**src/rtl/highscore_pkg.sv**
```systemverilog
// Shared constants for the high-score table: 7-segment glyphs (active-low, gfedcba)
// and the controller state encoding.
package highscore_pkg;

  localparam logic [6:0] SEG_DASH = 7'b0111111;
  localparam logic [6:0] SEG_H    = 7'b0001001;
  localparam logic [6:0] SEG_I    = 7'b1111001;
  localparam logic [6:0] SEG_U    = 7'b1000001;
  localparam logic [6:0] SEG_P    = 7'b0001100;
  localparam logic [6:0] SEG_B    = 7'b0000011;
  localparam logic [6:0] SEG_O    = 7'b0100011;

  localparam logic [1:0] ST_IDLE   = 2'd0;
  localparam logic [1:0] ST_SCAN   = 2'd1;
  localparam logic [1:0] ST_UPDATE = 2'd2;

endpackage

```
**src/rtl/highscore_if.sv**
```systemverilog
// Game-side bus of the high-score table: game-over strobe, table read port and
// result/status outputs. master = scorer/display side, slave = table.
interface highscore_if #(
  parameter int SCORE_W = 7,
  parameter int DEPTH   = 4
);
  localparam int IW = $clog2(DEPTH);
  localparam int RW = $clog2(DEPTH + 1);

  logic               game_over;
  logic [SCORE_W-1:0] final_score;
  logic [IW-1:0]      rd_idx;
  logic [SCORE_W-1:0] rd_score;
  logic [SCORE_W-1:0] best_score;
  logic               busy;
  logic               done;
  logic [RW-1:0]      rank;
  logic               new_record;
  logic [6:0]         seg_hi;
  logic [6:0]         seg_lo;

  modport master (
    output game_over, final_score, rd_idx,
    input  rd_score, best_score, busy, done, rank, new_record, seg_hi, seg_lo
  );

  modport slave (
    input  game_over, final_score, rd_idx,
    output rd_score, best_score, busy, done, rank, new_record, seg_hi, seg_lo
  );
endinterface

```
**src/rtl/hs_status_seg.sv**
```systemverilog
// Maps the ranking result to a 2-digit status message: "HI", "UP", "bo", or "--"
// when no result is being presented.
module hs_status_seg
  import highscore_pkg::*;
(
  input  logic       valid,
  input  logic       is_top,
  input  logic       no_place,
  output logic [6:0] seg_hi,
  output logic [6:0] seg_lo
);
  always_comb begin
    seg_hi = SEG_DASH;
    seg_lo = SEG_DASH;
    if (valid) begin
      if (is_top) begin
        seg_hi = SEG_H;
        seg_lo = SEG_I;
      end else if (no_place) begin
        seg_hi = SEG_B;
        seg_lo = SEG_O;
      end else begin
        seg_hi = SEG_U;
        seg_lo = SEG_P;
      end
    end
  end
endmodule

```
**src/rtl/highscore_table.sv**
```systemverilog
// Sorted top-DEPTH score table: sequential rank scan, then one-cycle insert/shift.
// Define HIGHSCORE_TIE_EN to let a tying score place above the equal entry.
module highscore_table
  import highscore_pkg::*;
#(
  parameter int SCORE_W    = 7,
  parameter int DEPTH      = 4,
  parameter int INIT_SCORE = 2
)(
  input  logic        clk,
  input  logic        reset,
  highscore_if.slave  bus
);
  localparam int IW   = $clog2(DEPTH);
  localparam int RW   = $clog2(DEPTH + 1);
  localparam int RD_N = 1 << IW;

  logic [1:0]                      state;
  logic [DEPTH-1:0][SCORE_W-1:0]   tbl;
  logic [DEPTH-1:0][SCORE_W-1:0]   tbl_ins;
  logic [RD_N-1:0][SCORE_W-1:0]    rd_arr;
  logic [SCORE_W-1:0]              cand;
  logic [IW-1:0]                   idx;
  logic [IW-1:0]                   pos;
  logic                            hit;
  logic                            beats;
  logic                            busy;
  logic                            done;
  logic [RW-1:0]                   rank;
  logic                            new_record;
  logic [6:0]                      seg_hi, seg_lo;
  logic [6:0]                      seg_hi_nxt, seg_lo_nxt;

`ifdef HIGHSCORE_TIE_EN
  assign beats = cand >= tbl[idx];
`else
  assign beats = cand > tbl[idx];
`endif

  // Table after inserting cand at pos; the old last entry falls off the end.
  for (genvar k = 0; k < DEPTH; k++) begin : g_ins
    if (k == 0) begin : g_head
      assign tbl_ins[k] = (pos == '0) ? cand : tbl[k];
    end else begin : g_body
      assign tbl_ins[k] = (IW'(k) == pos) ? cand :
                          (IW'(k) >  pos) ? tbl[k-1] : tbl[k];
    end
  end

  // Pad the read port to a power of two so out-of-range indices read zero.
  for (genvar i = 0; i < RD_N; i++) begin : g_rd
    if (i < DEPTH) begin : g_live
      assign rd_arr[i] = tbl[i];
    end else begin : g_pad
      assign rd_arr[i] = '0;
    end
  end

  hs_status_seg u_seg (
    .valid    (state == ST_UPDATE),
    .is_top   (hit && (pos == '0)),
    .no_place (!hit),
    .seg_hi   (seg_hi_nxt),
    .seg_lo   (seg_lo_nxt)
  );

  always_ff @(posedge clk or posedge reset) begin
    if (reset) begin
      for (int k = 0; k < DEPTH; k++)
        tbl[k] <= (k == 0) ? SCORE_W'(INIT_SCORE) : '0;
      state      <= ST_IDLE;
      cand       <= '0;
      idx        <= '0;
      pos        <= '0;
      hit        <= 1'b0;
      busy       <= 1'b0;
      done       <= 1'b0;
      rank       <= RW'(DEPTH);
      new_record <= 1'b0;
      seg_hi     <= SEG_DASH;
      seg_lo     <= SEG_DASH;
    end else begin
      done <= 1'b0;
      case (state)
        ST_IDLE: begin
          if (bus.game_over) begin
            cand  <= bus.final_score;
            idx   <= '0;
            hit   <= 1'b0;
            busy  <= 1'b1;
            state <= ST_SCAN;
          end
        end
        ST_SCAN: begin
          // First (highest) entry beaten wins; later matches would rank lower.
          if (!hit && beats) begin
            pos <= idx;
            hit <= 1'b1;
          end
          if (idx == IW'(DEPTH - 1)) state <= ST_UPDATE;
          else                       idx   <= idx + 1'b1;
        end
        ST_UPDATE: begin
          if (hit) tbl <= tbl_ins;
          rank       <= hit ? RW'(pos) : RW'(DEPTH);
          new_record <= hit && (pos == '0);
          seg_hi     <= seg_hi_nxt;
          seg_lo     <= seg_lo_nxt;
          busy       <= 1'b0;
          done       <= 1'b1;
          state      <= ST_IDLE;
        end
        default: state <= ST_IDLE;
      endcase
    end
  end

  assign bus.rd_score   = rd_arr[bus.rd_idx];
  assign bus.best_score = tbl[0];
  assign bus.busy       = busy;
  assign bus.done       = done;
  assign bus.rank       = rank;
  assign bus.new_record = new_record;
  assign bus.seg_hi     = seg_hi;
  assign bus.seg_lo     = seg_lo;

endmodule
```
**src/flat_wrapper.sv**
```systemverilog
// flat-port wrapper written by rule: the top's interface ports become plain ports
module highscore_table_flat import highscore_pkg::*;
#(
  parameter int SCORE_W    = 7,
  parameter int DEPTH      = 4,
  parameter int INIT_SCORE = 2
)
  (clk, reset, bus_game_over, bus_final_score, bus_rd_idx, bus_rd_score, bus_best_score, bus_busy, bus_done, bus_rank, bus_new_record, bus_seg_hi, bus_seg_lo);
  highscore_if #(.SCORE_W(SCORE_W), .DEPTH(DEPTH)) bus_i ();
  input  logic clk;
  input  logic reset;
  input wire logic [$bits(bus_i.game_over)-1:0] bus_game_over;
  input wire logic [$bits(bus_i.final_score)-1:0] bus_final_score;
  input wire logic [$bits(bus_i.rd_idx)-1:0] bus_rd_idx;
  output wire logic [$bits(bus_i.rd_score)-1:0] bus_rd_score;
  output wire logic [$bits(bus_i.best_score)-1:0] bus_best_score;
  output wire logic [$bits(bus_i.busy)-1:0] bus_busy;
  output wire logic [$bits(bus_i.done)-1:0] bus_done;
  output wire logic [$bits(bus_i.rank)-1:0] bus_rank;
  output wire logic [$bits(bus_i.new_record)-1:0] bus_new_record;
  output wire logic [$bits(bus_i.seg_hi)-1:0] bus_seg_hi;
  output wire logic [$bits(bus_i.seg_lo)-1:0] bus_seg_lo;
  assign bus_i.game_over = bus_game_over;
  assign bus_i.final_score = bus_final_score;
  assign bus_i.rd_idx = bus_rd_idx;
  assign bus_rd_score = bus_i.rd_score;
  assign bus_best_score = bus_i.best_score;
  assign bus_busy = bus_i.busy;
  assign bus_done = bus_i.done;
  assign bus_rank = bus_i.rank;
  assign bus_new_record = bus_i.new_record;
  assign bus_seg_hi = bus_i.seg_hi;
  assign bus_seg_lo = bus_i.seg_lo;
  highscore_table #(.SCORE_W(SCORE_W), .DEPTH(DEPTH), .INIT_SCORE(INIT_SCORE)) u_core (.clk(clk), .reset(reset), .bus(bus_i));
endmodule
```
**config.mk**
```make
export PLATFORM = sky130hd
export DESIGN_NAME = highscore_table_flat
export DESIGN_NICKNAME = d
export VERILOG_FILES = /design/src/rtl/highscore_pkg.sv /design/src/rtl/highscore_if.sv /design/src/rtl/hs_status_seg.sv /design/src/rtl/highscore_table.sv /design/src/flat_wrapper.sv
export SDC_FILE = /design/constraint.sdc
export NUM_CORES = 1
export LEC_CHECK = 0
export CORE_MARGIN = 3
export CORE_UTILIZATION = 35
export CTS_BUF_LIST = sky130_fd_sc_hd__clkbuf_4
export CTS_CLUSTER_SIZE = 40
export DETAILED_ROUTE_END_ITERATION = 7
export MAX_ROUTING_LAYER = met4
export SKIP_CTS_REPAIR_TIMING = 1
export SYNTH_ARGS = -nofsm -noshare
export SYNTH_HDL_FRONTEND = slang
export SYNTH_SLANG_ARGS = --single-unit
```
**constraint.sdc**
```tcl
create_clock -name clk -period 2.95 [get_ports clk]
set_input_delay 0.59 -clock clk [delete_from_list [all_inputs] [get_ports clk]]
set_output_delay 0.59 -clock clk [all_outputs]
set_load 0.02 [all_outputs]
```
* Word level (Yosys, flattened, before mapping)
Cells that the tools add are included.
Storage, ports and cells: register bits 62, output and inout port bits 34, logic and storage cells 79
Operators by class: add/sub/neg operators 1, magnitude comparators 6, equality and inequality tests 10, muxes and demuxes 27, reduce and logical (&&, ||, !) cells 20
Operator list (number):
- $mux W7 | 11
- $bmux W7 S2 | 2
- $reduce_and A3 Y1 | 6
- $reduce_bool A2 Y1 | 5
- $mux W2 | 4
- $pmux W2 S2 | 2
- $reduce_and A2 Y1 | 4
- $gt A7 B7 Y1 | 1
- $lt A2 B3 Y1 const B | 2
- $mux W6 | 1
- $eq A2 B2 Y1 const A | 2
- $eq A2 B2 Y1 const B | 2
- $gt A2 B2 Y1 const A | 2
- $logic_not A2 Y1 | 2
- $mux W1 | 4
- $ne A2 B1 Y1 const B | 2
- $ne A2 B2 Y1 const B | 2
- $pmux W1 S2 | 2
- $mux W3 | 1
- $add A2 B1 Y2 const B | 1
- $eq A1 B2 Y1 const A | 1
- $eq A2 B1 Y1 const B | 1
- $gt A1 B2 Y1 const A | 1
- $logic_and A1 B1 Y1 | 2
- $logic_not A1 Y1 | 1

* Logic depth before layout (Yosys ltp)
depth after elaboration 6, gate-level depth with buffers 8, mapped depth without buffers 7

* Hierarchy
A second synthesis with hierarchy kept.
Unflattened totals: cell total of the unflattened synthesis 304, area total of the unflattened synthesis 3264.4 sq um
By module, submodules not included:
- highscore_table | times used 1, cells an instance 288, area each 3161.8 sq um, sequential area each 1569.0 sq um
- hs_status_seg | times used 1, cells an instance 16, area each 102.6 sq um, sequential area each 0.0 sq um

* Least setup slack after synthesis
No wires, ideal clock.
kind register -> register, start point reg u_core.idx[0], end point reg u_core.pos[0], library setup time 0.125 ns, data arrival time 2.185 ns, setup slack 0.640 ns, stages on the path, launching flop included 9, buffers on the path 1, period minus slack after synthesis 2.310 ns, cell sequence dfrtp_1 -> buf_2 -> mux4_2 -> inv_1 -> ha_1 -> a21oi_1 -> a21oi_1 -> o21bai_1 -> mux2_2
On the way: word-level cells in the longest chain between the ends 5
RTL lines:
- start: declaration | line highscore_table.sv:23 | logic [IW-1:0] idx;
- start signal: assignment | line highscore_table.sv:101 | else idx <= idx + 1'b1;
- $bmux W7 S2 | line highscore_table.sv:37 | assign beats = cand > tbl[idx];
- $mux W7 (implied by the code) | line highscore_table.sv:37
- $gt A7 B7 Y1 | line highscore_table.sv:37
- $logic_and A1 B1 Y1 | line highscore_table.sv:96 | if (!hit && beats) begin
- $reduce_and A2 Y1 (no source line)
- end signal: assignment | line highscore_table.sv:97 | pos <= idx;
- end: declaration | line highscore_table.sv:24 | logic [IW-1:0] pos;
Parallel ways exist; a longest one is shown, timed or not. The select of a mux whose other input is x is not followed. A chain may end at the register's enable or synchronous reset.

* Worst setup path in the final report
start point in bus_rd_idx[0], end point out bus_rd_score[6]
On the way: word-level cells in the longest chain between the ends 2
RTL lines:
- start: declaration | line flat_wrapper.sv:14 | input wire logic [$bits(bus_i.rd_idx)-1:0] bus_rd_idx;
- $bmux W7 S2 | line highscore_table.sv:118 | assign bus.rd_score = rd_arr[bus.rd_idx];
- $mux W7 (implied by the code) | line highscore_table.sv:118
- end: declaration | line flat_wrapper.sv:15 | output wire logic [$bits(bus_i.rd_score)-1:0] bus_rd_score;
No other way between the ends. The select of a mux whose other input is x is not followed.

==> flow_summary.yaml <==
status:
  status: "complete, no violations"
yosys:
  synth_top_area_share_pct: 40.7
  synth_cells: 250
  synth_top_area_cell: "dfrtp_1"
  synthArstFlopShare_pct: 100
  ys.warnings.count: 0
  syn-num-nets: 270
  ys_ff_latch: 55
  synth_area_leaders: "dfrtp_1, mux4_2, dfstp_2, mux2_2, mux2i_1"
  synth_cell_types: 35
  synth_edf_count: 0
  synth.avg_cell_area_um2: 11.6
  synth_seq_area_share_pct: 48.0
  yosys_most_used_dff: "dfrtp_1"
  synth_area_um2: 2890
timing:
  finalHoldViolCount: 0
  final.setup.tns_ns: 0
  maxSlewViolCount: 0
  finalClockSkew_ns: 0.00401
  setup_viol_count_final: 0
  period_share_pct: 98.2
  period_minus_slack_ns: 2.90
  timing.slew.headroom_pct: 44.1
  timing.hold.ws_ns: 0.477
  rsz0062_at_grt: "no"
  max_freq_ghz: 0.345
  tightest_slew_ns: 0.838
placed_design:
  gp_congestion: 0.763
  hpwl_mm: 4.18
  io_buffers: 44
  dp_cells: 375
pwr:
  irDropWorstVdd_mv: 0.320
  seqPwrFrac_pct: 42.6
  cellPowerDensity_nw_per_um2: 1060
  p_switching_mw: 1.44
  clkPwrFrac_pct: 11.4
  internal-power_mw: 2.20
  power_frac_comb_pct: 46.1
  switching_share_pct: 39.6
  p_leak_nw: 1.55
route:
  dr_wl_met2_mm: 2.82
  ant_nets: 0
  post_drt_wl_per_cell_um: 16.3
  routed_wl_mm: 6.24
  via_per_inst: 5.05
  drt_iter0_drc: 61
  dr_wl_met3_um: 241
  routed.top_layer: "met4"
  vias: 1933
  dr.pass1.iters: 4
  met1_length_mm: 3.10
  route.detailed.drc: 0
global_routing:
  grt_pass1_vias: 2100
  antenna_found_initial: 0
  grt_pass1_wl_mm: 10.9
  overflow: 0
  grtUsageTotal_pct: 14.6
  grt_max_degree: 56
finish:
  insertedDiodeCount: 0
  fillers: 746
  area_growth_pct: 19.1
  final_cells: 383
  utilization_pct: 43.6
  layout-drive-gt1-share_pct: 19.6
  nNetsFinal: 300
critical_path:
  crit_arrival_ns: 2.31
  critPathTopFamily: "buffers and inverters"
  path_class: "input port to primary output"
  crit_start: "bus_rd_idx[0]"
  cp_max_fo: 7
  crit_required_ns: 2.36
  critPathBufInv: 3
  rr_startpoint: "u_core.idx[0]"
  endpoint_kind: "primary output"
  crit_top_cell: "clkdlybuf4s50_1"
  max_stage_delay_ns: 0.55
  cp_cell_sequence: "clkdlybuf4s50_1 > buf_12 > mux4_2 > clkdlybuf4s50_1"
  critPathLaunchType: "input port"
  cpMaxStageDelayCell: "clkdlybuf4s50_1"
floorplan:
  core_area_um2: 7890
  fp.dieW_um: 96.9
  row_count: 32
  start_util_pct: 36.6
  fp.dieH_um: 96.9
  dieArea_um2: 9380
  pin_count: 46
clock_network:
  cts_buffers: 5
  clock-sinks: 55
  cts_tree: "done"
  clkLatencyLatePin_ns: 0.37
  clockBufferDepth: 2
  clk_pin_slew_ns: 0.15
  root_buffer: "clkbuf_4"
  htree_levels: 2
min_path:
  hp-start: "u_core.bus.seg_lo[3]"
  hold_path.class: "flop to flop"
flow_run:
  max_cap_violations: 0
## per-layer routing
layer	track usage (%)	up-vias
li1	-	938
met5	-	-
met1	19.9	942
met4	3.35	0
met2	22.7	46
met3	3.17	7
## through the flow
step | worst slack [ns] | power, mW | cell area, µm²
global route | 0.0191 | 3.93 | 3440
detailed placement | 0.0520 | 3.25 | 3360
CTS | 0.0376 | 3.66 | 3440
finish | 0.0536 | 3.63 | 3440
floorplan | 0.640 | 2.68 | 2890
global placement | 0.0354 | 3.21 | 3360
## registers in the layout, summed over array words and instances (netlist names)
| register | count |
|---|---|
| u_core.pos | 2 |
| u_core.state | 2 |
| u_core.rd_arr | 21 |
| u_core.bus.busy | 1 |
| u_core.bus.seg_lo | 6 |
| u_core.bus.seg_hi | 2 |
| u_core.bus.best_score | 7 |
| u_core.bus.rank | 3 |
| u_core.idx | 2 |
| u_core.bus.done | 1 |
| u_core.hit | 1 |
| u_core.cand | 7 |
## power by group through the flow
stage / Clock (mW) / Combinational, mW / Sequential (mW)
after floorplan: 0 / 1.28 / 1.40
after global placement: 0 / 1.66 / 1.55
after detailed placement: 0 / 1.69 / 1.56
after CTS: 0.422 / 1.70 / 1.54
after global routing: 0.454 / 1.86 / 1.61
final: 0.412 / 1.67 / 1.55
## worst reg2reg max path, delay by kind of cell (launching register included)
family | cells | cell delay, ns
AOI/OAI and AO/OA | 3 | 0.51
adders and majority gates | 1 | 0.24
buffers and inverters | 1 | 0.07
DFF | 1 | 0.71
muxes | 2 | 0.93
## area by class of cell
type	instances	area, µm²	share of cell area (%)
clock buffers	5	37.5	1.09
clock inverters	3	38.8	1.13
repair buffers	50	513	14.9
flip-flops and latches	55	1390	40.3
multi-input cells	157	1300	37.7
inverters	11	41.3	1.20
well taps	102	128	3.71
## Yosys cell counts (4+ instances only)
library cell and count:
dfstp_2 8, inv_1 11, buf_4 14, clkbuf_1 4, mux4_2 14, a21o_1 6, o22ai_1 6, nand2_1 17
mux2i_1 14, o21ai_0 14, nor2_1 21, dfrtp_1 47, mux2_2 15, a21oi_1 19, ha_1 8, buf_2 8
## cells by family after synthesis
| kind of cell | after synthesis | synth area share (%) |
|---|---|---|
| mux | 43 | 21.6 |
| buf+inv | 38 | 7.10 |
| simple gates | 55 | 9.75 |
| flops | 55 | 48.0 |
| other cells | 1 | 0.130 |
| compound gates | 50 | 9.96 |
| fa+ha+maj | 8 | 3.46 |
## layout by cell type, fill, tap and decap left out, types with 10 or more instances in the layout
master	netlist	layout
mux2_2	15	15
mux2i_1	14	14
nand2_1	17	17
clkdlybuf4s50_1	0	43
nor2_1	21	21
dfrtp_1	47	47
inv_1	11	10
mux4_2	14	14
o21ai_0	14	14
a21oi_1	19	19
## worst paths after layout
check	to	slack, ns	cells past startpoint
setup / recovery	bus_rd_score[6]	0.05	4
hold / removal	u_core.bus.seg_lo[3]	0.48	2
setup reg to reg	u_core.pos[0]	0.40	7
hold reg to reg	u_core.bus.seg_lo[3]	0.48	2
max in group asynchronous	u_core.rd_arr[26]	1.79	3
min in group asynchronous	u_core.rd_arr[17]	0.71	3
(Power assumes the default switching activity.)
